## src/rtl/fetch_prefetch_imem.sv

```systemverilog
// Instruction memory with a sequential fetch unit and a prefetch FIFO feeding decode.
// Fetch faults (misaligned or out-of-range PC) push one NOP fault entry and stop fetch until a redirect.
module fetch_prefetch_imem #(
    parameter int unsigned NUM_INSTR  = 32,
    parameter int unsigned FIFO_DEPTH = 4,
    parameter logic [31:0] RESET_PC   = 32'h0000_0000
) (
    input  logic                                  clk,
    input  logic                                  n_rst,
    input  logic                                  redirect_valid,
    input  logic [31:0]                           redirect_pc,
    input  logic                                  load_en,
    input  logic [31:0]                           load_addr,
    input  logic [31:0]                           load_data,
    output logic                                  out_valid,
    input  logic                                  out_ready,
    output logic [31:0]                           out_instr,
    output logic [31:0]                           out_pc,
    output logic                                  out_fault,
    output logic [$clog2(FIFO_DEPTH+1)-1:0]       fifo_count
);

    localparam int unsigned AW = (NUM_INSTR > 1) ? $clog2(NUM_INSTR) : 1;
    localparam int unsigned PW = (FIFO_DEPTH > 1) ? $clog2(FIFO_DEPTH) : 1;
    localparam int unsigned CW = $clog2(FIFO_DEPTH + 1);
    localparam logic [31:0] NOP_INSTR = 32'h0000_0013;

    typedef enum logic [0:0] {
        ST_RUN  = 1'b0,
        ST_HALT = 1'b1
    } state_t;

    logic [31:0] r_mem        [NUM_INSTR];
    logic [31:0] r_fifo_instr [FIFO_DEPTH];
    logic [31:0] r_fifo_pc    [FIFO_DEPTH];
    logic        r_fifo_fault [FIFO_DEPTH];

    state_t        r_state;
    state_t        w_state_nx;
    logic [31:0]   r_pc;
    logic [31:0]   w_pc_nx;
    logic [PW-1:0] r_wr_ptr;
    logic [PW-1:0] w_wr_ptr_nx;
    logic [PW-1:0] r_rd_ptr;
    logic [PW-1:0] w_rd_ptr_nx;
    logic [CW-1:0] r_count;
    logic [CW-1:0] w_count_nx;

    logic          w_pop;
    logic          w_issue;
    logic          w_run;
    logic          w_full;
    logic          w_fault;
    logic          w_load_ok;
    logic [AW-1:0] w_mem_idx;
    logic [31:0]   w_rd_word;

    // Fetch address decode, load qualification and FIFO status
    always_comb begin
        w_fault   = (r_pc[1:0] != 2'b00) || (r_pc[31:2] >= 30'(NUM_INSTR));
        w_mem_idx = r_pc[AW+1:2];
        w_rd_word = r_mem[w_mem_idx];
        w_load_ok = load_en && (load_addr[1:0] == 2'b00) &&
                    (load_addr[31:2] < 30'(NUM_INSTR));
        w_full    = (r_count == CW'(FIFO_DEPTH));
        w_pop     = (r_count != CW'(0)) && out_ready;
    end

    // FIFO head presented to decode; zero while empty
    always_comb begin
        out_valid  = (r_count != CW'(0));
        fifo_count = r_count;
        if (out_valid) begin
            out_instr = r_fifo_instr[r_rd_ptr];
            out_pc    = r_fifo_pc[r_rd_ptr];
            out_fault = r_fifo_fault[r_rd_ptr];
        end else begin
            out_instr = 32'h0000_0000;
            out_pc    = 32'h0000_0000;
            out_fault = 1'b0;
        end
    end

    // Next-state logic: redirect flushes and wins, load steals the issue slot
    always_comb begin
        w_state_nx  = r_state;
        w_pc_nx     = r_pc;
        w_wr_ptr_nx = r_wr_ptr;
        w_rd_ptr_nx = r_rd_ptr;
        w_count_nx  = r_count;
        w_issue     = 1'b0;

        case (r_state)
            ST_RUN:  w_run = 1'b1;
            ST_HALT: w_run = 1'b0;
            default: w_run = 1'b0;
        endcase

        if (redirect_valid) begin
            w_state_nx  = ST_RUN;
            w_pc_nx     = redirect_pc;
            w_wr_ptr_nx = PW'(0);
            w_rd_ptr_nx = PW'(0);
            w_count_nx  = CW'(0);
        end else begin
            w_issue = w_run && !load_en && (!w_full || w_pop);
            if (w_issue) begin
                w_wr_ptr_nx = r_wr_ptr + PW'(1);
                if (w_fault) begin
                    w_state_nx = ST_HALT;
                end else begin
                    w_pc_nx = r_pc + 32'd4;
                end
            end else begin
                w_wr_ptr_nx = r_wr_ptr;
            end
            if (w_pop) begin
                w_rd_ptr_nx = r_rd_ptr + PW'(1);
            end else begin
                w_rd_ptr_nx = r_rd_ptr;
            end
            case ({w_issue, w_pop})
                2'b10:   w_count_nx = r_count + CW'(1);
                2'b01:   w_count_nx = r_count - CW'(1);
                default: w_count_nx = r_count;
            endcase
        end
    end

    // Control state register
    always_ff @(posedge clk or negedge n_rst) begin
        if (!n_rst) begin
            r_state  <= ST_RUN;
            r_pc     <= RESET_PC;
            r_wr_ptr <= PW'(0);
            r_rd_ptr <= PW'(0);
            r_count  <= CW'(0);
        end else begin
            r_state  <= w_state_nx;
            r_pc     <= w_pc_nx;
            r_wr_ptr <= w_wr_ptr_nx;
            r_rd_ptr <= w_rd_ptr_nx;
            r_count  <= w_count_nx;
        end
    end

    // FIFO entry write; the memory read happens on the same edge as the push
    always_ff @(posedge clk) begin
        if (w_issue) begin
            r_fifo_instr[r_wr_ptr] <= w_fault ? NOP_INSTR : w_rd_word;
            r_fifo_pc[r_wr_ptr]    <= r_pc;
            r_fifo_fault[r_wr_ptr] <= w_fault;
        end
    end

    // Program-load port; contents survive reset
    always_ff @(posedge clk) begin
        if (w_load_ok) begin
            r_mem[load_addr[AW+1:2]] <= load_data;
        end
    end

endmodule

```

## config.mk

```make
export PLATFORM = sky130hd
export DESIGN_NAME = fetch_prefetch_imem
export DESIGN_NICKNAME = d
export VERILOG_FILES = /design/src/rtl/fetch_prefetch_imem.sv
export SDC_FILE = /design/constraint.sdc
export NUM_CORES = 1
export LEC_CHECK = 0
export ABC_AREA = 1
export CAP_MARGIN = 20
export CELL_PAD_IN_SITES_DETAIL_PLACEMENT = 1
export CELL_PAD_IN_SITES_GLOBAL_PLACEMENT = 2
export CORE_ASPECT_RATIO = 1.1
export CORE_UTILIZATION = 35
export DETAILED_ROUTE_END_ITERATION = 6
export PLACE_DENSITY_LB_ADDON = 0.1
export SLEW_MARGIN = 15
export SYNTH_ARGS = -nofsm -noshare
export SYNTH_HDL_FRONTEND = slang
export SYNTH_SLANG_ARGS = --single-unit
export TNS_END_PERCENT = 20
```

## constraint.sdc

```tcl
create_clock -name clk -period 6.1 [get_ports clk]
set_input_delay 0.61 -clock clk [delete_from_list [all_inputs] [get_ports clk]]
set_output_delay 0.61 -clock clk [all_outputs]
set_load 0.05 [all_outputs]
```

# Yosys cells after proc, flatten, opt, wreduce, memory -nomap -nowiden
# Memories as Yosys holds them, arrays and structs flattened.
# Index checks and enable logic that the tools add are counted.
[op_classes]
n_reduce_logical = 18
n_bitwise = 1
addsub = 5
order_cmp = 2
n_eq_ne = 4
mux = 22
[ops]
columns = ["operator", "n"]
rows = [
  ["$mux W32", 6],
  ["$add A32 B3 Y32 const B", 1],
  ["$ge A30 B6 Y1 const B", 1],
  ["$lt A30 B6 Y1 const B", 1],
  ["$mux W1", 9],
  ["$mux W2", 4],
  ["$reduce_bool A2 Y1", 4],
  ["$pmux W3 S2", 1],
  ["$reduce_bool A3 Y1", 2],
  ["$logic_and A1 B1 Y1", 5],
  ["$add A2 B1 Y2 const B", 2],
  ["$reduce_and A2 Y1", 2],
  ["$add A3 B1 Y3 const B", 1],
  ["$eq A3 B3 Y1 const B", 1],
  ["$mux W3", 1],
  ["$sub A3 B1 Y3 const B", 1],
  ["$eq A2 B1 Y1 const B", 1],
  ["$eq A2 B2 Y1 const B", 1],
  ["$logic_not A1 Y1", 2],
  ["$logic_not A2 Y1", 1],
  ["$logic_or A1 B1 Y1", 2],
  ["$ne A2 B2 Y1 const B", 1],
  ["$pmux W1 S2", 1],
  ["$not A1 Y1", 1],
]
[totals]
elab_cells = 61
output_inout_bits = 69
n_memories = 4
ram_bits = 1284
register_bits = 40
[mem_list]
columns = ["name", "depth", "word_bits", "rd", "rd_clocked_by_memory_dff", "write_ports", "line_no", "source"]
rows = [
  ["r_mem", 32, 32, 1, 0, 1, "33", "logic [31:0] r_mem [NUM_INSTR];"],
  ["r_fifo_instr", 4, 32, 1, 0, 1, "34", "logic [31:0] r_fifo_instr [FIFO_DEPTH];"],
  ["r_fifo_pc", 4, 32, 1, 0, 1, "35", "logic [31:0] r_fifo_pc [FIFO_DEPTH];"],
  ["r_fifo_fault", 4, 1, 1, 0, 1, "36", "logic r_fifo_fault [FIFO_DEPTH];"],
]

# Depth between registers and ports, before layout
# Gate-level depths: netlist of the first run.
[depth]
depth_word = 7
ltp_mapped = 13
mapped_depth_nobuf = 11

# Least setup slack after synthesis of the first run
# Ideal clock, no wire load.
[synth_path]
kind = "input to register"
start = "in load_addr[11]"
end = "mem r_mem[12][0] (enable)"
path_slack_ns = 1.574
path_stages = 3
setup_time_ns = 0.502
t_arrival_ns = 4.024
cell_sequence = "nor4_1 nand2_1 nor4_1"
[synth_between]
elab_chain_len = 4
[synth_rtl]
columns = ["item", "line_no", "source"]
rows = [
  ["from (decl)", "13", "input logic [31:0] load_addr,"],
  ["$lt A30 B6 Y1", "64", "(load_addr[31:2] < 30'(NUM_INSTR));"],
  ["$logic_and A1 B1 Y1", "63", "w_load_ok = load_en && (load_addr[1:0] == 2'b00) &&"],
  ["$mux W1", "158", "if (w_load_ok) begin"],
  ["$mux W1 (implied by the code)", "159", "r_mem[load_addr[AW+1:2]] <= load_data;"],
  ["to (decl)", "33", ""],
]
# Every way passes these cells.

# Worst setup path after layout of the first run
[layout_path]
start = "reg r_rd_ptr[0]"
end = "out out_instr[24]"
[layout_between]
elab_chain_len = 2
[layout_rtl]
columns = ["item", "line_no", "source"]
rows = [
  ["from (decl)", "44", "logic [PW-1:0] r_rd_ptr;"],
  ["from (signal assigned)", "142", "r_rd_ptr <= w_rd_ptr_nx;"],
  ["$mem_v2 Z4 W32", "--", ""],
  ["$mux W32", "73", "if (out_valid) begin"],
  ["to (decl)", "17", "output logic [31:0] out_instr,"],
]
# Every way passes these cells.

==> results of run 1 <==
[per-stage QoR]
stage	worst slack (ns)	utilization	instance area, um2	hold WS (ns)
after floorplan	1.574	-	53700	0.3144
after global routing	0.9515	0.4112	62590	0.1982
after global placement	1.847	0.3788	57660	0.5147
after CTS	1.085	0.4100	62400	0.1403
final	1.268	0.4112	62590	0.2186
after detailed placement	1.876	0.3806	57920	0.5179
[final timing paths]
kind                       slack, ns                    start                            to
setup reg to reg                2.56      r_pc[4]$_DFFE_PN0P_  r_fifo_instr[3][7]$_DFFE_PP_
hold reg to reg                 0.53     r_pc[22]$_DFFE_PN0P_    r_fifo_pc[3][22]$_DFFE_PP_
min in group asynchronous       0.51                    n_rst          r_pc[16]$_DFFE_PN0P_
setup / recovery                1.27  r_rd_ptr[0]$_DFFE_PN0P_                 out_instr[24]
hold / removal                  0.22           redirect_valid           r_state$_DFFE_PN0P_
max in group asynchronous       5.06                    n_rst       r_rd_ptr[0]$_DFFE_PN0P_
[power breakdown]
group | leakage, nW | switching, mW | internal [mW] | total (mW)
logic | 8.34 | 3.33 | 1.20 | 4.53
clock network | 2.18 | 3.55 | 4.87 | 8.42
registers | 12.1 | 0.144 | 10.1 | 10.2
total | 22.6 | 7.02 | 16.1 | 23.2
[final cells by class]
class / count / area (um2)
sequential: 1324 / 39570
clock inverter: 60 / 421.7
multi-input combinational: 2958 / 12680
timing repair buffer: 266 / 2778
clock buffer: 198 / 4050
fill: 16160 / 89620
tap: 2052 / 2567
antenna: 1 / 2.502
inverter: 133 / 518.0
[flip-flops by register name, indices dropped and copies added (netlist names)]
register / count
fifo_count: 3
r_fifo_fault: 4
r_fifo_instr: 128
r_fifo_pc: 128
r_mem: 1024
r_pc: 32
r_rd_ptr: 2
r_state: 1
r_wr_ptr: 2
[layer usage]
metal	GRT usage	vias to the layer above	wire, um
met1	0.2939	17670	76580
met5	0	-	13
met2	0.3553	664	79110
li1	-	16390	-
met3	0.03021	200	6286
met4	0.04961	2	2829
[logic make-up after synthesis]
family / synth area share
and+or+nand+nor: 0.2061
DFF: 0.7367
buffers and inverters: 0.03236
AOI/OAI and AO/OA: 0.02260
xor gates and xnor gates: 0.0004894
adders and majority gates: 0.001771
[cells in the final DEF, fill, tap and decap left out]
master,netlist,layout
a21oi_1,98,98
buf_12,0,16
buf_16,0,15
buf_2,123,29
buf_4,15,65
bufinv_16,0,6
clkbuf_1,92,42
clkbuf_16,0,155
clkbuf_8,0,1
clkdlybuf4s50_1,0,140
clkinv_1,1,35
clkinv_2,0,19
clkinvlp_4,0,1
dfrtp_1,40,35
dfrtp_2,0,1
dfrtp_4,0,4
diode_2,0,1
dlygate4sd3_1,0,1
edfxtp_1,1284,1284
fa_1,1,1
ha_1,6,6
inv_1,129,123
inv_2,3,4
inv_6,0,3
inv_8,0,2
nand2_1,1594,1594
nand3_1,717,717
nand3b_1,1,1
nor2_1,390,355
nor2_4,0,36
nor3_1,1,1
nor4_1,2,1
nor4_2,0,1
o21ai_0,143,143
o31ai_1,1,1
xnor2_1,1,1
xor2_1,2,2
==> flow_metrics.py, run 1 <==
metrics = {
    "worst_setup_path": {
        "worst-path-stages": 6,
        "required_ns": 5.49,
        "crit_top_cell": "buf_4",
        "crit_family": "buffers and inverters",
        "worstPathArrival_ns": 4.22,
        "endpoint_kind": "output pin",
        "crit_slowest_cell": "clkdlybuf4s50_1",
        "crit_type": "reg -> out",
        "crit_path_start_kind": "flop",
        "path_max_fanout": 89,
        "max_stage_delay_ns": 0.88,
        "critPathBufInv": 4,
        "worstPathCellList": "clkinv_2 -> buf_4 -> buf_4 -> o21ai_0 -> a21oi_1 -> clkdlybuf4s50_1",
        "reg2regPathDepth": 10,
    },
    "clock_network": {
        "cts_buffer_depth": 3,
        "clock_latency_ns": 0.76,
        "cts_buffers": 145,
        "cts_tree": "done",
        "cts-root-buf": "clkbuf_16",
        "htree_levels": 4,
        "cts_hold_buf": 1,
        "cts_sinks": 1324,
        "postCtsSetupBuffers": 0,
        "cts_resized": 0,
        "path_clk_slew_ns": 0.06,
    },
    "place": {
        "portBuffers": 169,
        "dp_hpwl_um": 96630,
        "globalplace.congestion": 0.7611,
        "dp.cells": 6725,
    },
    "routing": {
        "wl_per_cell_um": 23.57,
        "routed_wl_um": 164800,
        "first_iter_violations": 2342,
        "drt_pass1_iterations": 5,
        "vias_per_cell": 4.996,
        "ant_nets": 0,
        "via_count": 34930,
        "route.detailed.drc": 0,
    },
    "power": {
        "powerDensity_mw_per_mm2": 370.0,
        "vdd_drop_max_mv": 0.2835,
        "leakagePower_nw": 22.58,
        "finalPower_mw": 23.16,
    },
    "floorplan": {
        "dieArea_mm2": 0.1550,
        "core_area_mm2": 0.1522,
        "die_h_um": 412.8,
        "num_rows": 150,
        "initial_core_util": 0.3528,
        "io_pins": 170,
        "die_x_um": 375.5,
    },
    "grt": {
        "track_usage": 0.2131,
        "grt_overflow": 0,
        "grt_pass1_wl_um": 243000,
        "grt_max_degree": 132,
        "grt_antenna_before_repair": 5,
        "grt_pass1_vias": 35740,
    },
    "sta": {
        "fin_skew_ns": 0.01991,
        "slew_violations": 0,
        "tns_ns": 0,
        "slew_headroom": 0.2838,
        "period_needed_ns": 4.832,
        "tightest_slew_ns": 1.072,
        "hold_viol": 0,
        "max_freq_mhz": 207.0,
        "setup_violations": 0,
        "rsz0062_at_grt": "no",
        "fin_crit_sh": 0.7921,
    },
    "yosys": {
        "ys_types": 23,
        "yosys_warnings": 0,
        "yosysMostFrequentCell": "nand2_1",
        "syn_inst": 4689,
        "ys_seq_area_frac": 0.7367,
        "synth_commonest_cells": "nand2_1 (1594), edfxtp_1 (1284), nand3_1 (717)",
        "syn-num-nets": 4797,
        "synth_area_mm2": 0.05370,
        "yosys.area.top_type_share": 0.7180,
        "synth_top_cell_by_area": "edfxtp_1",
        "synth_area_per_cell_um2": 11.45,
        "ys_top_cells_by_area": "edfxtp_1 (72%), nand2_1 (11%), nand3_1 (6.7%)",
        "synth-seq-cells": 1324,
        "synth_enable_flop_cells": 1284,
        "synthArstFlopShare": 0.03021,
        "synthFlopType": "edfxtp_1",
    },
    "cells_and_area": {
        "final_cells": 6992,
        "area_growth_pct": 16.56,
        "drive_above_1_share": 0.07248,
        "nNetsFinal": 4936,
    },
    "job": {
        "maxCapViolations": 0,
    },
    "outcome": {
        "outcome": "finished clean",
    },
    "min_path": {
        "hp-class": "in -> reg",
        "holdPathStages": 2,
    },
}
Note: power is estimated with default switching activity, not from simulation.
==> run 2: changes to the inputs <==
==> constraint.sdc (replaced) <==
create_clock -name clk -period 4.2 [get_ports clk]
set_input_delay 0.42 -clock clk [delete_from_list [all_inputs] [get_ports clk]]
set_output_delay 0.42 -clock clk [all_outputs]
set_load 0.05 [all_outputs]
==> run 2 against run 1 <==
Net effect:
- utilization is 0.47 points higher
- non-clock buffer count up 60
- largest power group unchanged
- worst setup slack got worse by 0.95 ns
- power is 48% higher
- critical endpoint is now out_pc[4]
- via count increased by 0.84%
- register-to-register slack lost 1.6 ns
- die area unchanged
- largest cell class unchanged
- hold slack worse by 0.025 ns
- combinational power up 51%
- design area increased by 1.1%
==> flow_metrics.py, run 2 (synthesis gave the netlist of run 1 again) <==
metrics = {
    "outcome": {
        "outcome": "finished clean",
    },
    "clock_network": {
        "cts_tree": "done",
        "clock_latency_ns": 0.78,
        "cts_buffer_depth": 3,
        "cts_buffers": 150,
        "postCtsSetupBuffers": 0,
        "cts_resized": 0,
        "htree_levels": 4,
        "cts-root-buf": "clkbuf_16",
        "cts_sinks": 1324,
        "path_clk_slew_ns": 0.06,
    },
    "grt": {
        "grt_overflow": 0,
        "grt_max_degree": 84,
        "grt_pass1_vias": 36520,
        "grt_pass1_wl_um": 245700,
        "track_usage": 0.2161,
        "grt_antenna_before_repair": 7,
    },
    "sta": {
        "setup_violations": 0,
        "period_needed_ns": 3.885,
        "fin_crit_sh": 0.9251,
        "slew_headroom": 0.3429,
        "slew_violations": 0,
        "fin_ws_ns": 0.3145,
        "tightest_slew_ns": 0.9857,
        "max_freq_mhz": 257.4,
        "hold_viol": 0,
        "rsz0062_at_grt": "no",
        "fin_skew_ns": 0.02553,
    },
    "routing": {
        "first_iter_violations": 2251,
        "routed_wl_um": 167300,
        "vias_per_cell": 4.982,
        "route.detailed.drc": 0,
        "wl_per_cell_um": 23.66,
        "ant_nets": 0,
        "drt_pass1_iterations": 5,
        "via_count": 35220,
    },
    "place": {
        "dp_hpwl_um": 99480,
        "globalplace.congestion": 0.7610,
        "dp.cells": 6791,
        "pre_cts_slack_ns": 0.6559,
        "portBuffers": 169,
    },
    "worst_setup_path": {
        "critPathBufInv": 3,
        "path_max_fanout": 67,
        "r2r_slack_ns": 0.96,
        "worst-path-stages": 5,
        "reg2regPathDepth": 11,
        "crit_slowest_cell": "clkdlybuf4s50_1",
        "worstPathArrival_ns": 3.47,
        "required_ns": 3.78,
        "crit_path_start_kind": "flop",
        "max_stage_delay_ns": 0.88,
        "crit_family": "buffers and inverters",
        "endpoint_kind": "output pin",
        "crit_type": "reg -> out",
        "worstPathCellList": "clkinv_2 -> buf_4 -> o21ai_0 -> a21oi_1 -> clkdlybuf4s50_1",
    },
    "floorplan": {
        "io_pins": 170,
        "num_rows": 150,
        "die_x_um": 375.5,
        "die_h_um": 412.8,
        "initial_core_util": 0.3528,
        "core_area_mm2": 0.1522,
        "dieArea_mm2": 0.1550,
    },
    "cells_and_area": {
        "final_common_cell": "nand2_1",
        "nNetsFinal": 5001,
        "area_growth_pct": 17.88,
        "drive_above_1_share": 0.08828,
        "diodes": 0,
        "final_cells": 7070,
        "layout_common_cells": "nand2_1 (1594), edfxtp_1 (1284), nand3_1 (717)",
        "largest_register_ffs": 1024,
    },
    "power": {
        "leakagePower_nw": 23.00,
        "vdd_drop_max_mv": 0.3761,
        "powerDensity_mw_per_mm2": 540.5,
    },
    "min_path": {
        "holdPathStages": 3,
        "hp-class": "in -> reg",
    },
    "job": {
        "maxCapViolations": 0,
    },
}
run 2: final cells by class:
cell class                 instances  area (um2)
clock inverter                    86       674.4
timing repair buffer             326        3278
multi-input combinational       2958       12680
sequential                      1324       39570
tap                             2052        2567
fill                           16140       88910
clock buffer                     191        4013
inverter                         133       518.0
run 2: where the power goes:
| group | total, mW | internal (mW) | switching, mW |
|---|---|---|---|
| logic | 6.84 | 1.87 | 4.96 |
| clock network | 12.6 | 7.31 | 5.32 |
| registers | 14.8 | 14.6 | 0.137 |
| total | 34.2 | 23.8 | 10.4 |
run 2: repair_timing:
action	4_1_cts	5_1_grt
setup endpoints to repair	0	0
endpoints found under the hold margin	31	0
hold buffers	2	0
run 2: worst register-to-register path: stages, from the launching register on:
cell and delay [ns]:
dfrtp_4 0.68, buf_12 0.32, buf_12 0.32, buf_4 0.49
nand2_1 0.11, nand3_1 0.10, nand2_1 0.07, nand2_1 0.07
nand2_1 0.06, inv_1 0.05, a21oi_1 0.06, nor2_1 0.61
run 2: layer usage:
| layer | track usage | vias up | part of all wire |
|---|---|---|---|
| li1 | - | 16530 | - |
| met1 | 0.2873 | 17930 | 0.45 |
| met2 | 0.3740 | 593 | 0.50 |
| met3 | 0.02750 | 174 | 0.032 |
| met4 | 0.05264 | 0 | 0.019 |
| met5 | 0 | - | 0 |
run 2: final timing paths:
kind                                    startpoint                            end
setup / recovery           r_rd_ptr[0]$_DFFE_PN0P_                      out_pc[4]
hold / removal                     redirect_pc[27]           r_pc[27]$_DFFE_PN0P_
setup reg to reg               r_pc[2]$_DFFE_PN0P_  r_fifo_instr[0][12]$_DFFE_PP_
hold reg to reg               r_pc[22]$_DFFE_PN0P_     r_fifo_pc[2][22]$_DFFE_PP_
max in group asynchronous                    n_rst            r_pc[4]$_DFFE_PN0P_
min in group asynchronous                    n_rst           r_pc[13]$_DFFE_PN0P_
run 2: metrics by stage:
step / util / instance area (um2) / hold WS [ns] / power, mW / setup TNS (ns)
after floorplan: - / 53700 / 0.1244 / 19.12 / -65.57
after CTS: 0.4159 / 63300 / 0.1327 / 34.69 / 0
after detailed placement: 0.3850 / 58590 / 0.5328 / 22.00 / 0
after global placement: 0.3850 / 58590 / 0.5236 / 21.97 / 0
final: 0.4159 / 63300 / 0.1940 / 34.21 / 0
after global routing: 0.4159 / 63300 / 0.1894 / 35.55 / 0
